## src/rtl/silife_uart_bridge_if.sv

```systemverilog
// Byte-stream and grid-core signals between the UART command bridge and its surroundings.
// The bridge uses the master modport; the UART/core side uses slave.
interface silife_uart_bridge_if #(
  parameter int ROW_W = 5,
  parameter int COLS  = 8
);
  logic [7:0]       rx_data;
  logic             rx_valid;
  logic [7:0]       tx_data;
  logic             tx_valid;
  logic             tx_ready;
  logic [ROW_W-1:0] grid_row;
  logic [COLS-1:0]  grid_wdata;
  logic             grid_wr_en;
  logic [COLS-1:0]  grid_rdata;
  logic             grid_step;
  logic             disp_en;
  logic             busy;
  logic             rx_drop;

  modport master (
    input  rx_data, rx_valid, tx_ready, grid_rdata,
    output tx_data, tx_valid, grid_row, grid_wdata, grid_wr_en, grid_step,
           disp_en, busy, rx_drop
  );

  modport slave (
    output rx_data, rx_valid, tx_ready, grid_rdata,
    input  tx_data, tx_valid, grid_row, grid_wdata, grid_wr_en, grid_step,
           disp_en, busy, rx_drop
  );
endinterface

```

## src/rtl/silife_uart_bridge.sv

```systemverilog
// UART command interpreter for the Game-of-Life core: digits set a repeat count,
// s/S/R step the core, r/R dump the grid as ASCII rows, w/W + '.'/'#' load cells.
//
// state   | meaning
// IDLE    | waiting for a command byte
// ECHO    | loading the echo/response byte into TX
// STEP    | issuing grid_step pulses, one low cycle between pulses
// DUMP_RD | row select settling, then latch grid_rdata
// DUMP_CH | sending one '#'/'.' per column
// DUMP_CR | sending carriage return
// DUMP_LF | sending line feed, then next row or finish
module silife_uart_bridge #(
  parameter int ROWS  = 32,
  parameter int ROW_W = 5,
  parameter int COLS  = 8
) (
  input logic clk,
  input logic rst,
  silife_uart_bridge_if.master bus
);
  localparam int CW = (COLS > 1) ? $clog2(COLS) : 1;

  typedef enum logic [2:0] {IDLE, ECHO, STEP, DUMP_RD, DUMP_CH, DUMP_CR, DUMP_LF} state_t;

  state_t           state_q, state_d;
  logic [7:0]       tx_data_q, tx_data_d;
  logic             tx_valid_q, tx_valid_d;
  logic [ROW_W-1:0] row_q, row_d;
  logic [COLS-1:0]  wdata_q, wdata_d;
  logic             wr_en_q, wr_en_d;
  logic             step_q, step_d;
  logic             disp_en_q, disp_en_d;
  logic             drop_q, drop_d;
  logic [7:0]       cnt_q, cnt_d;
  logic             wmode_q, wmode_d;
  logic [ROW_W-1:0] wrow_q, wrow_d;
  logic [CW-1:0]    col_q, col_d;
  logic [COLS-1:0]  buf_q, buf_d;
  logic [7:0]       n_q, n_d;
  logic [7:0]       echo_q, echo_d;
  logic             hdr_q, hdr_d;
  logic             dump_after_q, dump_after_d;
  logic             rdw_q, rdw_d;

  logic        tx_free, rx_ok, is_digit, is_cell;
  logic [11:0] cnt_ext;
  logic [7:0]  n_cmd;

  always_comb begin
    state_d      = state_q;
    tx_data_d    = tx_data_q;
    tx_valid_d   = tx_valid_q;
    row_d        = row_q;
    wdata_d      = wdata_q;
    wr_en_d      = 1'b0;
    step_d       = 1'b0;
    disp_en_d    = disp_en_q;
    drop_d       = 1'b0;
    cnt_d        = cnt_q;
    wmode_d      = wmode_q;
    wrow_d       = wrow_q;
    col_d        = col_q;
    buf_d        = buf_q;
    n_d          = n_q;
    echo_d       = echo_q;
    hdr_d        = hdr_q;
    dump_after_d = dump_after_q;
    rdw_d        = rdw_q;

    // A byte may be loaded whenever the holding register is empty or draining this cycle.
    tx_free  = !tx_valid_q || bus.tx_ready;
    rx_ok    = (state_q == IDLE) && !tx_valid_q;
    is_digit = (bus.rx_data >= "0") && (bus.rx_data <= "9");
    is_cell  = (bus.rx_data == ".") || (bus.rx_data == "#");
    cnt_ext  = 12'(cnt_q) * 12'd10 + 12'(bus.rx_data[3:0]);
    n_cmd    = (cnt_q == 8'd0) ? 8'd1 : cnt_q;

    if (tx_valid_q && bus.tx_ready) tx_valid_d = 1'b0;
    if (bus.rx_valid && !rx_ok) drop_d = 1'b1;

    case (state_q)
      IDLE: begin
        if (bus.rx_valid && rx_ok) begin
          echo_d  = "X";
          state_d = ECHO;
          if (is_digit) begin
            cnt_d  = (cnt_ext > 12'd255) ? 8'd255 : cnt_ext[7:0];
            echo_d = bus.rx_data;
          end else if (is_cell) begin
            if (wmode_q) begin
              buf_d[col_q] = (bus.rx_data == "#");
              echo_d       = bus.rx_data;
              if (col_q == CW'(COLS - 1)) begin
                wr_en_d = 1'b1;
                row_d   = wrow_q;
                wdata_d = buf_d;
                col_d   = '0;
                wrow_d  = wrow_q + ROW_W'(1);
                if (wrow_q == ROW_W'(ROWS - 1)) wmode_d = 1'b0;
              end else begin
                col_d = col_q + CW'(1);
              end
            end
          end else begin
            cnt_d   = 8'd0;
            wmode_d = 1'b0;
            case (bus.rx_data)
              "s", "S", "R": begin
                n_d          = n_cmd;
                dump_after_d = (bus.rx_data == "R");
                state_d      = STEP;
              end
              "r": begin
                disp_en_d = 1'b0;
                hdr_d     = 1'b1;
                state_d   = DUMP_CR;
              end
              "w", "W": begin
                wmode_d = 1'b1;
                wrow_d  = '0;
                col_d   = '0;
                echo_d  = "W";
              end
              default: ;
            endcase
          end
        end
      end
      ECHO: begin
        if (tx_free) begin
          tx_valid_d = 1'b1;
          tx_data_d  = echo_q;
          state_d    = IDLE;
        end
      end
      STEP: begin
        if (step_q) begin
          step_d = 1'b0;
        end else if (n_q != 8'd0) begin
          step_d = 1'b1;
          n_d    = n_q - 8'd1;
        end else if (dump_after_q) begin
          disp_en_d = 1'b0;
          hdr_d     = 1'b1;
          state_d   = DUMP_CR;
        end else begin
          echo_d  = "S";
          state_d = ECHO;
        end
      end
      DUMP_CR: begin
        if (tx_free) begin
          tx_valid_d = 1'b1;
          tx_data_d  = 8'h0d;
          state_d    = DUMP_LF;
        end
      end
      DUMP_LF: begin
        if (tx_free) begin
          tx_valid_d = 1'b1;
          tx_data_d  = 8'h0a;
          if (hdr_q) begin
            hdr_d   = 1'b0;
            row_d   = '0;
            state_d = DUMP_RD;
          end else if (row_q == ROW_W'(ROWS - 1)) begin
            disp_en_d = 1'b1;
            row_d     = '0;
            state_d   = IDLE;
          end else begin
            row_d   = row_q + ROW_W'(1);
            state_d = DUMP_RD;
          end
        end
      end
      DUMP_RD: begin
        // First cycle lets the core's registered read follow the new row select.
        if (!rdw_q) begin
          rdw_d = 1'b1;
        end else begin
          rdw_d   = 1'b0;
          buf_d   = bus.grid_rdata;
          col_d   = '0;
          state_d = DUMP_CH;
        end
      end
      DUMP_CH: begin
        if (tx_free) begin
          tx_valid_d = 1'b1;
          tx_data_d  = buf_q[col_q] ? "#" : ".";
          if (col_q == CW'(COLS - 1)) begin
            col_d   = '0;
            state_d = DUMP_CR;
          end else begin
            col_d = col_q + CW'(1);
          end
        end
      end
      default: state_d = IDLE;
    endcase
  end

  always_ff @(posedge clk) begin
    if (rst) begin
      state_q      <= IDLE;
      tx_data_q    <= 8'h00;
      tx_valid_q   <= 1'b0;
      row_q        <= '0;
      wdata_q      <= '0;
      wr_en_q      <= 1'b0;
      step_q       <= 1'b0;
      disp_en_q    <= 1'b1;
      drop_q       <= 1'b0;
      cnt_q        <= 8'd0;
      wmode_q      <= 1'b0;
      wrow_q       <= '0;
      col_q        <= '0;
      buf_q        <= '0;
      n_q          <= 8'd0;
      echo_q       <= 8'h00;
      hdr_q        <= 1'b0;
      dump_after_q <= 1'b0;
      rdw_q        <= 1'b0;
    end else begin
      state_q      <= state_d;
      tx_data_q    <= tx_data_d;
      tx_valid_q   <= tx_valid_d;
      row_q        <= row_d;
      wdata_q      <= wdata_d;
      wr_en_q      <= wr_en_d;
      step_q       <= step_d;
      disp_en_q    <= disp_en_d;
      drop_q       <= drop_d;
      cnt_q        <= cnt_d;
      wmode_q      <= wmode_d;
      wrow_q       <= wrow_d;
      col_q        <= col_d;
      buf_q        <= buf_d;
      n_q          <= n_d;
      echo_q       <= echo_d;
      hdr_q        <= hdr_d;
      dump_after_q <= dump_after_d;
      rdw_q        <= rdw_d;
    end
  end

  assign bus.tx_data    = tx_data_q;
  assign bus.tx_valid   = tx_valid_q;
  assign bus.grid_row   = row_q;
  assign bus.grid_wdata = wdata_q;
  assign bus.grid_wr_en = wr_en_q;
  assign bus.grid_step  = step_q;
  assign bus.disp_en    = disp_en_q;
  assign bus.busy       = (state_q != IDLE);
  assign bus.rx_drop    = drop_q;
endmodule

```

## src/flat_wrapper.sv

```systemverilog
// flat-port wrapper written by rule: the top's interface ports become plain ports
module silife_uart_bridge_flat 
#(
  parameter int ROWS  = 32,
  parameter int ROW_W = 5,
  parameter int COLS  = 8
)
  (clk, rst, bus_rx_data, bus_rx_valid, bus_tx_ready, bus_grid_rdata, bus_tx_data, bus_tx_valid, bus_grid_row, bus_grid_wdata, bus_grid_wr_en, bus_grid_step, bus_disp_en, bus_busy, bus_rx_drop);
  silife_uart_bridge_if #(.ROW_W(ROW_W), .COLS(COLS)) bus_i ();
  input logic clk;
  input logic rst;
  input wire logic [$bits(bus_i.rx_data)-1:0] bus_rx_data;
  input wire logic [$bits(bus_i.rx_valid)-1:0] bus_rx_valid;
  input wire logic [$bits(bus_i.tx_ready)-1:0] bus_tx_ready;
  input wire logic [$bits(bus_i.grid_rdata)-1:0] bus_grid_rdata;
  output wire logic [$bits(bus_i.tx_data)-1:0] bus_tx_data;
  output wire logic [$bits(bus_i.tx_valid)-1:0] bus_tx_valid;
  output wire logic [$bits(bus_i.grid_row)-1:0] bus_grid_row;
  output wire logic [$bits(bus_i.grid_wdata)-1:0] bus_grid_wdata;
  output wire logic [$bits(bus_i.grid_wr_en)-1:0] bus_grid_wr_en;
  output wire logic [$bits(bus_i.grid_step)-1:0] bus_grid_step;
  output wire logic [$bits(bus_i.disp_en)-1:0] bus_disp_en;
  output wire logic [$bits(bus_i.busy)-1:0] bus_busy;
  output wire logic [$bits(bus_i.rx_drop)-1:0] bus_rx_drop;
  assign bus_i.rx_data = bus_rx_data;
  assign bus_i.rx_valid = bus_rx_valid;
  assign bus_i.tx_ready = bus_tx_ready;
  assign bus_i.grid_rdata = bus_grid_rdata;
  assign bus_tx_data = bus_i.tx_data;
  assign bus_tx_valid = bus_i.tx_valid;
  assign bus_grid_row = bus_i.grid_row;
  assign bus_grid_wdata = bus_i.grid_wdata;
  assign bus_grid_wr_en = bus_i.grid_wr_en;
  assign bus_grid_step = bus_i.grid_step;
  assign bus_disp_en = bus_i.disp_en;
  assign bus_busy = bus_i.busy;
  assign bus_rx_drop = bus_i.rx_drop;
  silife_uart_bridge #(.ROWS(ROWS), .ROW_W(ROW_W), .COLS(COLS)) u_core (.clk(clk), .rst(rst), .bus(bus_i));
endmodule
```

## config.mk

```make
export PLATFORM = sky130hd
export DESIGN_NAME = silife_uart_bridge_flat
export DESIGN_NICKNAME = d
export VERILOG_FILES = /design/src/rtl/silife_uart_bridge_if.sv /design/src/rtl/silife_uart_bridge.sv /design/src/flat_wrapper.sv
export SDC_FILE = /design/constraint.sdc
export NUM_CORES = 1
export LEC_CHECK = 0
export ABC_AREA = 1
export BUFFER_PORTS_ARGS = -buffer_cell sky130_fd_sc_hd__clkbuf_2
export CAP_MARGIN = 20
export CORE_ASPECT_RATIO = 0.9
export CORE_MARGIN = 3
export CORE_UTILIZATION = 50
export DETAILED_ROUTE_END_ITERATION = 6
export GPL_TIMING_DRIVEN = 0
export PLACE_DENSITY = 0.74
export SLEW_MARGIN = 20
export SYNTH_ARGS = -nofsm -noshare
export SYNTH_HDL_FRONTEND = slang
export SYNTH_SLANG_ARGS = --single-unit
```

## constraint.sdc

```tcl
create_clock -name clk -period 7.3 [get_ports clk]
set_input_delay 0.365 -clock clk [delete_from_list [all_inputs] [get_ports clk]]
set_output_delay 0.365 -clock clk [all_outputs]
set_load 0.005 [all_outputs]
```

==> flow_summary.toml, run 1 <==
[setup_path]
crit_top_cell = "nand2_1"
reg2regPathDepth = 13
start_kind = "register"
cpPeakStageDelay_ps = 510
rr_endpoint = "u_core.cnt_q[3]$_SDFFE_PP0P_"
crit_slowest_cell = "dfxtp_1"
crit_fanout = 8
rr_startpoint = "u_core.cnt_q[1]$_SDFFE_PP0P_"
criticalPathCategory = "register to register"
cp_cell_sequence = "ha_1 -> ha_1 -> fa_1 -> xor2_1 -> nand2_1 -> nor2_1 -> nand2_1 -> nand2_1 -> nand2_1 -> nor2_1 -> nand3_1 -> nand2_1 -> a21oi_1"
critPathArrivalTime_ps = 3100
crit_start = "u_core.cnt_q[1]$_SDFFE_PP0P_"
endpoint = "u_core.cnt_q[3]$_SDFFE_PP0P_"
endpoint_kind = "register"
rrSetupSlack_ps = 4410
required_ps = 7510

[logic_synthesis]
synth-edff-count = 0
syn-cell-area_um2 = 4389
synth_top_family_by_area = "simple AND/OR/NAND/NOR gates"
avgSynthCellArea_um2 = 6.858
yosysWarnings = 0
synth_area_leader_cell = "dfxtp_1"
yosysTopAreaCellShare = 0.3330
synth.area.mux_share = 0
synth_area_leaders = "dfxtp_1, nand2_1, a21oi_1"
async_flop_share = 0
ys_ff_latch = 73
synth_fa_ha_area_frac = 0.07469
ys_seq_area_frac = 0.3330
synth_cell_type_count = 50
synth_cells = 640
synthSimpleGateAreaFrac = 0.3039
synthFlopType = "dfxtp_1"
synth-compound-area-share = 0.1930
synth_xor_area_frac = 0.01796
syn-num-nets = 685

[placement]
hpwl_mm = 8.741
placed_cell_area_um2 = 4758
place.gp.congestion = 0.8993
port_buffers = 45
placedCellCount = 800

[sta]
tns_ps = 0
period_share = 0.3957
finClkSkew_ps = 5.294
max_freq_ghz = 0.3462
min_period_ps = 2889
tightest_slew_ps = 687.0
whs_ps = 319.4
rsz0062_at_grt = "false"
setup_violations = 0
finalHoldViolations = 0
slew_viol_final = 0
slew_headroom = 0.5420

[cts]
clockBufferDepth = 2
clock-sinks = 73
hold_buffers = 0
htreeDepth = 3
cts-root-buf = "clkbuf_8"
post_cts_buffers = 0
cts_buffers = 9
cts_tree = "done"
ctsResizeCount = 0
path_clk_slew_ps = 80
clock_latency_ps = 360

[route]
drc = 0
dr.pass1.iters = 5
routed_wl_mm = 11.52
wl_per_cell_um = 14.12
drt_iter0_drc = 323
detail-route-antenna-nets = 0
vias_per_cell = 5.455
dr_total_vias = 4451

[layout]
syn_to_final_growth_pct = 13.40
fin_cells = 816
num_antenna_cells = 0
finalNetCount = 741
fin_util = 0.5996
drive_above_1_share = 0.1384
design_area_um2 = 4977

[pwr]
p_leak_nw = 2.165
swShare = 0.3622
vdd.ir_drop.worst_mv = 0.1523
power_frac_clock = 0.296
intPower_mw = 0.7611
pwr-share-seq = 0.404
switchingPower_mw = 0.4322
combinationalPowerShare = 0.300
power_density_nw_per_um2 = 239.8

[global_route]
grt_pass1_wl_mm = 19.34
track_usage = 0.2405
grt_pass1_vias = 4065
grt_max_degree = 14
overflow = 0
antenna_found_initial = 0

[status]
outcome = "complete, no violations"

[floorplan]
die_x_um = 104.8
initial_core_util = 0.5288
fp-row-count = 31
die-area_um2 = 9940
dieHeight_um = 94.89
pin_count = 47
coreArea_um2 = 8300

[job]
max_cap_viol_count = 0

[worst_hold_path]
hp-class = "primary input to register"
-- cells in the mapped netlist (2+ instances only) --
cell	n
nor4_1	4
nand3_1	43
a31oi_1	4
nor2_2	3
o21ai_2	2
dfxtp_1	73
o21ai_1	5
nand4_1	4
nor2_1	62
xor2_1	5
o2111ai_1	2
nor3_4	2
o21ai_0	55
ha_1	23
nor3_1	14
inv_4	2
clkbuf_1	12
a211oi_1	12
a21oi_1	62
nand2_2	5
nand2_1	144
a22oi_1	2
inv_1	61
nor2_4	3
inv_2	7
fa_1	2
xnor2_1	4
-- power by group through the flow --
stage          clock (mW)  sequential (mW)  combinational [mW]
6_report            0.353            0.482               0.357
3_3_place_gp            0            0.488               0.345
2_1_floorplan           0            0.484               0.260
5_1_grt             0.375            0.489               0.405
4_1_cts             0.360            0.482               0.354
3_5_place_dp            0            0.490               0.352
-- flip-flops by register name (all words and copies together), names as in the netlist, 3 cells and up --
| name | cells |
|---|---|
| u_core.wrow_q | 5 |
| u_core.bus.grid_row | 5 |
| u_core.cnt_q | 8 |
| u_core.buf_q | 8 |
| u_core.n_q | 8 |
| u_core.bus.tx_data | 8 |
| u_core.col_q | 3 |
| u_core.echo_q | 8 |
| u_core.state_q | 3 |
| u_core.bus.grid_wdata | 8 |
-- placed cells by master, fill, tap and decap left out, drive strengths merged --
cell type  instances
nand2            150
dfxtp             73
inv               70
nor2              69
clkbuf            66
a21oi             63
o21ai             62
nand3             45
ha                23
nor3              17
a211oi            13
xor2               5
clkinv             5
nand4              4
nor4               4
xnor2              4
a31oi              4
a22oi              3
buf                3
o2111ai            2
fa                 2
bufinv             2
or2                2
o22ai              1
nand3b             1
a21boi             1
and2               1
nor2b              1
a21o               1
a311oi             1
nor3b              1
o211ai             1
clkinvlp           1
-- area by class of cell --
| cell class | instances | area, um^2 |
|---|---|---|
| well taps | 115 | 143.9 |
| clock buffers | 9 | 123.9 |
| fillers | 847 | 3323 |
| repair buffers | 45 | 225.2 |
| multi-input cells | 481 | 2587 |
| clock inverters | 7 | 95.09 |
| inverters | 71 | 271.5 |
| flip-flops and latches | 73 | 1461 |
| plain buffers | 15 | 68.82 |
-- through the flow --
stage | power (mW) | worst slack, ps
CTS | 1.196 | 4436
global route | 1.270 | 4131
floorplan | 0.7446 | 4854
detailed placement | 0.8419 | 4466
global placement | 0.8333 | 4486
finish | 1.193 | 4411
-- cell families after synthesis --
group,after synthesis
and+or+nand+nor,295
buffers and inverters,86
AOI/OAI and AO/OA,152
xor gates and xnor gates,9
adders and majority gates,25
DFF,73
-- worst min path at each step --
stage | start | to | slack [ps] | depth (start not counted)
floorplan | u_core.echo_q[7]$_SDFFE_PP0P_ | u_core.echo_q[7]$_SDFFE_PP0P_ | 420 | 2
global placement | u_core.echo_q[7]$_SDFFE_PP0P_ | u_core.echo_q[7]$_SDFFE_PP0P_ | 430 | 2
detailed placement | u_core.echo_q[7]$_SDFFE_PP0P_ | u_core.echo_q[7]$_SDFFE_PP0P_ | 430 | 2
CTS | bus_rx_valid | u_core.bus.rx_drop$_SDFF_PP0_ | 320 | 3
global route | bus_rx_valid | u_core.bus.rx_drop$_SDFF_PP0_ | 340 | 3
finish | bus_rx_valid | u_core.bus.rx_drop$_SDFF_PP0_ | 320 | 3
-- routing by layer --
metal	vias up	wire (um)	share of wire	track usage
met5	-	0	0	0
met2	144	5117	0.44	0.3857
met1	2035	5403	0.47	0.3266
met3	15	834	0.072	0.05332
li1	2257	-	-	-
met4	0	169	0.015	0.06995
-- critical path, delay by kind of cell, from the launching register on --
kind | cells | cell delay (ps)
XOR/XNOR | 1 | 210
AND/OR/NAND/NOR | 8 | 1030
adder cells (fa/ha/maj) | 3 | 960
AO/OA/AOI/OAI | 1 | 50
flip-flops | 1 | 510
(Power assumes the default switching activity.)
==> run 2, diff against run 1 <==
--- a/config.mk
+++ b/config.mk
@@ -5,7 +5,7 @@
 export SDC_FILE = /design/constraint.sdc
 export NUM_CORES = 1
 export LEC_CHECK = 0
-export ABC_AREA = 1
+export ABC_AREA = 0
 export BUFFER_PORTS_ARGS = -buffer_cell sky130_fd_sc_hd__clkbuf_2
 export CAP_MARGIN = 20
 export CORE_ASPECT_RATIO = 0.9
@@ -13,7 +13,7 @@
 export CORE_UTILIZATION = 50
 export DETAILED_ROUTE_END_ITERATION = 6
 export GPL_TIMING_DRIVEN = 0
-export PLACE_DENSITY = 0.74
+export PLACE_DENSITY = 0.76
 export SLEW_MARGIN = 20
 export SYNTH_ARGS = -nofsm -noshare
 export SYNTH_HDL_FRONTEND = slang
==> constraint.sdc (replaced) <==
create_clock -name clk -period 2.3 [get_ports clk]
set_input_delay 0.115 -clock clk [delete_from_list [all_inputs] [get_ports clk]]
set_output_delay 0.115 -clock clk [all_outputs]
set_load 0.005 [all_outputs]
==> run 2 against run 1 <==
Area after synthesis up 5.3%. Maximum frequency up 14%. Critical endpoint unchanged. Combinational power rose to 4.5 times the previous value. Design area up 14%. Flip-flop and latch count unchanged. Largest cell class unchanged. Largest power group is now combinational logic. The flow now finishes with violations (setup timing). Die area up 5.0%.
==> flow_summary.toml, run 2 <==
[global_route]
track_usage = 0.2646
overflow = 0
grt_max_degree = 13
grt_pass1_wl_mm = 22.65
antenna_found_initial = 0
grt_pass1_vias = 4634

[setup_path]
rrSetupSlack_ps = -240
start_kind = "register"
required_ps = 2550
endpoint_kind = "register"
rr_startpoint = "u_core.cnt_q[3]$_SDFFE_PP0P_"
critPathArrivalTime_ps = 2780
reg2regPathDepth = 8
rr_endpoint = "u_core.cnt_q[3]$_SDFFE_PP0P_"
crit_fanout = 8
criticalPathCategory = "register to register"

[layout]
syn_to_final_growth_pct = 22.33
layout_common_cells = "dfxtp_1, nor2_1, clkbuf_2, a21oi_1, nand2_1"
finalNetCount = 661
layout_commonest_cell = "dfxtp_1"
fin_cells = 739
num_antenna_cells = 0
drive_above_1_share = 0.2484

[sta]
max_freq_ghz = 0.3940
tightest_slew_ps = 832.7
slew_headroom = 0.4448
min_period_ps = 2538
period_share = 1.103
slew_viol_final = 0
setup_violations = 8
rsz0062_at_grt = "true"
finClkSkew_ps = 9.612
finalHoldViolations = 0
fin_ws_ps = -238.0

[cts]
hold_buffers = 0
htreeDepth = 3
clock-sinks = 73
clock_latency_ps = 350
cts_buffers = 9
cts-root-buf = "clkbuf_8"
cts_tree = "done"
path_clk_slew_ps = 70
clockBufferDepth = 2

[logic_synthesis]
synth_area_leader_cell = "dfxtp_1"
synthFlopType = "dfxtp_1"
yosys-top-cells-count = "dfxtp_1, nor2_1, a21oi_1, nand2_1, o21ai_0"
async_flop_share = 0
syn-cell-area_um2 = 4623
synth-edff-count = 0
synth_cell_type_count = 70
synth_cells = 552
yosysMostFrequentCell = "dfxtp_1"
synth_area_leaders = "dfxtp_1, ha_1, nor2_1"
avgSynthCellArea_um2 = 8.375
ys_ff_latch = 73
ys_seq_area_frac = 0.3161
yosysTopAreaCellShare = 0.3161
syn-num-nets = 597
yosysWarnings = 0

[route]
wl_met1_mm = 6.016
vias_per_cell = 6.287
routed_wl_mm = 13.81
drt_iter0_drc = 313
drc = 0
detail-route-antenna-nets = 0
dr.pass1.iters = 5
highest_layer = "met4"
wl_met3_um = 896
wl_per_cell_um = 18.68
route.met2.wl_mm = 6.570
dr_total_vias = 4646

[status]
outcome = "finished with violations"
violations = "setup timing"

[floorplan]
die_x_um = 107.4
die-area_um2 = 10440
coreArea_um2 = 8768
initial_core_util = 0.5273
fp-row-count = 32
dieHeight_um = 97.23
pin_count = 47

[placement]
port_buffers = 45
placedCellCount = 716
hpwl_mm = 9.530
place.gp.congestion = 0.9643

[pwr]
vdd.ir_drop.worst_mv = 0.6299
power_density_nw_per_um2 = 797.5
power.total_mw = 4.510
p_leak_nw = 2.181

[worst_hold_path]
hold_path_end = "u_core.bus.rx_drop$_SDFF_PP0_"
min_from = "bus_rx_valid"
hp-class = "primary input to register"
hold_path_depth = 2

[job]
max_cap_viol_count = 0
[run 2: cell types whose count changed after synthesis, sizes merged, moves of 14 or more]
cell    delta
mux2i     +15
inv       -58
o21ai     -33
a21oi     -25
a211oi    +14
nand3     -34
nand2b    +15
nand2    -113
clkbuf    +14
[run 2: worst max-delay path: stages, from the launching register on]
cell	delay, ps
dfxtp_4	360
ha_4	240
ha_4	160
fa_2	540
nand2_2	60
or2_4	260
nor4_4	140
mux2_4	420
a221oi_2	250
[run 2: report_power, final]
part           switching [mW]  internal [mW]  leakage, nW
Sequential              0.118           1.39        0.596
Combinational            1.05          0.569         1.45
Clock                   0.500          0.889        0.137
Total                    1.66           2.85         2.18
[run 2: logic make-up after synthesis]
logic type / after synthesis / synth area share
flip-flops: 73 / 0.3161
AO/OA/AOI/OAI: 163 / 0.2547
buffers and inverters: 47 / 0.04330
XOR/XNOR: 11 / 0.02382
multiplexers: 18 / 0.04465
adder cells (fa/ha/maj): 25 / 0.07091
AND/OR/NAND/NOR: 215 / 0.2466
[run 2: worst max-delay path by stage]
stage	from	end	depth (start not counted)
finish	u_core.cnt_q[3]$_SDFFE_PP0P_	u_core.cnt_q[3]$_SDFFE_PP0P_	8
global route	u_core.cnt_q[2]$_SDFFE_PP0P_	u_core.cnt_q[1]$_SDFFE_PP0P_	7
CTS	u_core.cnt_q[3]$_SDFFE_PP0P_	u_core.cnt_q[1]$_SDFFE_PP0P_	8
detailed placement	u_core.cnt_q[4]$_SDFFE_PP0P_	u_core.cnt_q[6]$_SDFFE_PP0P_	7
global placement	u_core.cnt_q[4]$_SDFFE_PP0P_	u_core.cnt_q[3]$_SDFFE_PP0P_	7
floorplan	u_core.cnt_q[3]$_SDFFE_PP0P_	u_core.cnt_q[1]$_SDFFE_PP0P_	8
[run 2: metal layers]
| metal | track usage | up-vias |
|---|---|---|
| met5 | 0 | - |
| met4 | 0.08738 | 0 |
| met3 | 0.05581 | 33 |
| met2 | 0.4353 | 195 |
| met1 | 0.3448 | 2232 |
| li1 | - | 2186 |
[run 2: cell type report]
class | instances | area, um^2
plain buffers | 34 | 170.2
inverters | 12 | 45.04
well taps | 119 | 148.9
flip-flops and latches | 73 | 1480
clock inverters | 5 | 125.1
clock buffers | 10 | 148.9
multi-input cells | 432 | 3244
fillers | 702 | 3113
repair buffers | 54 | 292.8
[run 2: repair_timing]
action                                  CTS  global route
hold endpoints to repair                  0             0
endpoints found under the setup margin   47            41
gates cloned                              0             0
pin swaps                                 7             3
resized for setup                        31            23
setup buffers                             8             1
[run 2: per-stage QoR]
| step | hold slack (ps) | TNS, ps | worst slack [ps] | utilization | area [um^2] |
|---|---|---|---|---|---|
| finish | 21.41 | -1771 | -238.0 | 0.6450 | 5655 |
| global route | 6.541 | -2516 | -317.7 | 0.6450 | 5655 |
| CTS | 14.25 | -1539 | -226.2 | 0.6353 | 5570 |
| detailed placement | 386.8 | -6984 | -437.7 | 0.5813 | 5097 |
| global placement | 383.8 | -3999 | -348.5 | 0.5813 | 5097 |
| floorplan | 211.6 | -1803 | -229.9 | - | 4723 |
==> run 3, diff against run 2 <==
--- a/config.mk
+++ b/config.mk
@@ -10,10 +10,10 @@
 export CAP_MARGIN = 20
 export CORE_ASPECT_RATIO = 0.9
 export CORE_MARGIN = 3
-export CORE_UTILIZATION = 50
+export CORE_UTILIZATION = 40
 export DETAILED_ROUTE_END_ITERATION = 6
 export GPL_TIMING_DRIVEN = 0
-export PLACE_DENSITY = 0.76
+export PLACE_DENSITY = 0.64
 export SLEW_MARGIN = 20
 export SYNTH_ARGS = -nofsm -noshare
 export SYNTH_HDL_FRONTEND = slang
==> run 3 against run 2 <==
The run still ends with setup timing left. Wire length grew 2.9%. Via count down 1.6%. Flip-flop and latch count stayed put. Power is 3.4% higher. Final cell count increased by 5.1%. Global-route usage shrank 4.8 points. Worst hold slack better by 24 ps. Combinational power rose by 9.9%. Utilization decreased by 12 points. Design area is 1.9% higher. Critical endpoint unchanged. Largest cell class unchanged.
==> flow_summary.toml, run 3 (synthesized netlist as in run 2, its figures left out) <==
[status]
outcome = "finished with violations"
violations = "setup timing"

[cts]
clock-sinks = 73
clock_latency_ps = 340
path_clk_slew_ps = 60
clockBufferDepth = 2
cts-root-buf = "clkbuf_16"
hold_buffers = 0
htreeDepth = 3
cts_buffers = 9
cts_tree = "done"

[sta]
finalHoldViolations = 0
setup_violations = 8
tns_ps = -1414
finClkSkew_ps = 8.955
fin_ws_ps = -194.7
rsz0062_at_grt = "true"
max_freq_ghz = 0.4008
min_period_ps = 2495
period_share = 1.085
whs_ps = 45.48
slew_headroom = 0.4683
tightest_slew_ps = 797.6
slew_viol_final = 0

[route]
dr_total_vias = 4571
drc = 0
routed_wl_mm = 14.20
wl_per_cell_um = 18.28
dr.pass1.iters = 4
drt_iter0_drc = 278
detail-route-antenna-nets = 0
vias_per_cell = 5.883

[floorplan]
pin_count = 47
fp-row-count = 36
die_x_um = 119.3
die-area_um2 = 12890
initial_core_util = 0.4189
dieHeight_um = 108.0
coreArea_um2 = 11040

[worst_hold_path]
hp-class = "primary input to register"

[pwr]
vdd.ir_drop.worst_mv = 0.5538
switchingPower_mw = 1.778
intPower_mw = 2.884
power_density_nw_per_um2 = 809.2
power_frac_clock = 0.299
power.total_mw = 4.662
p_leak_nw = 2.167
swShare = 0.3814
pwr-share-seq = 0.321
combinationalPowerShare = 0.380

[layout]
syn_to_final_growth_pct = 24.60
fin_cells = 777
finalNetCount = 665
fillers = 1032
multi_input_area_um2 = 3247
area.sequential_um2 = 1485
design_area_um2 = 5761
layout_commonest_cell = "dfxtp_1"
num_antenna_cells = 0
layout_common_cells = "dfxtp_1, nor2_1, clkbuf_2, a21oi_1, nand2_1"
fin_util = 0.5220
drive_above_1_share = 0.2656

[setup_path]
criticalPathCategory = "register to register"
required_ps = 2540
endpoint_kind = "register"
start_kind = "register"
crit_fanout = 8
critPathArrivalTime_ps = 2730

[placement]
placedCellCount = 749
placed_cell_area_um2 = 5139
port_buffers = 45
place.gp.congestion = 0.9174
preCtsSetupSlack_ps = -393.4
hpwl_mm = 10.02

[global_route]
track_usage = 0.2170
overflow = 0
antenna_found_initial = 0
grt_pass1_vias = 4574
grt_max_degree = 14
grt_pass1_wl_mm = 22.80

[job]
max_cap_viol_count = 0
[run 3: cell count changes in the layout (fill, tap and decap cells not counted), moves of 4 or more]
cell,delta
clkbuf_8,-8
bufinv_16,-4
clkbuf_16,+9
buf_4,+5
[run 3: repair_timing]
item	in CTS	in global routing
setup endpoints to repair	45	37
pin swaps	5	8
buffers inserted	7	7
gates resized for setup	35	24
[run 3: power groups by stage]
stage               logic (mW)  clock network [mW]  registers [mW]
floorplan                 1.02                   0            1.49
global placement          1.42                   0            1.50
detailed placement        1.45                   0            1.50
CTS                       1.55                1.40            1.47
global route              1.92                1.46            1.52
finish                    1.77                1.39            1.50
[run 3: layout make-up]
| cell class | count | area share |
|---|---|---|
| multi-input combinational | 432 | 0.5636 |
| sequential | 73 | 0.2578 |
| timing repair buffer | 59 | 0.05799 |
| clock buffer | 11 | 0.04583 |
| tap | 152 | 0.03301 |
| buffer | 33 | 0.02737 |
| inverter | 12 | 0.007819 |
| clock inverter | 5 | 0.006516 |
[run 3: path summary, 6_finish.rpt]
| path | startpoint | end | slack (ps) | depth (start not counted) |
|---|---|---|---|---|
| hold / removal | bus_rx_valid | u_core.bus.rx_drop$_SDFF_PP0_ | 50 | 2 |
| hold reg to reg | u_core.echo_q[3]$_SDFFE_PP0P_ | u_core.echo_q[3]$_SDFFE_PP0P_ | 450 | 2 |
| setup reg to reg | u_core.cnt_q[3]$_SDFFE_PP0P_ | u_core.cnt_q[3]$_SDFFE_PP0P_ | -190 | 8 |
| setup / recovery | u_core.cnt_q[3]$_SDFFE_PP0P_ | u_core.cnt_q[3]$_SDFFE_PP0P_ | -190 | 8 |
[run 3: critical path, cell delays in order, from the launching register on]
cell	delay, ps
dfxtp_4	350
ha_4	240
ha_4	160
fa_2	540
nand2_2	70
or2_4	250
nor4_4	150
mux2_4	410
a221oi_2	240
[run 3: layer usage]
layer	GRT usage	wire length [um]
met1	0.2871	6404
met3	0.03818	711
met2	0.3618	6777
met4	0.07114	310
met5	0	0
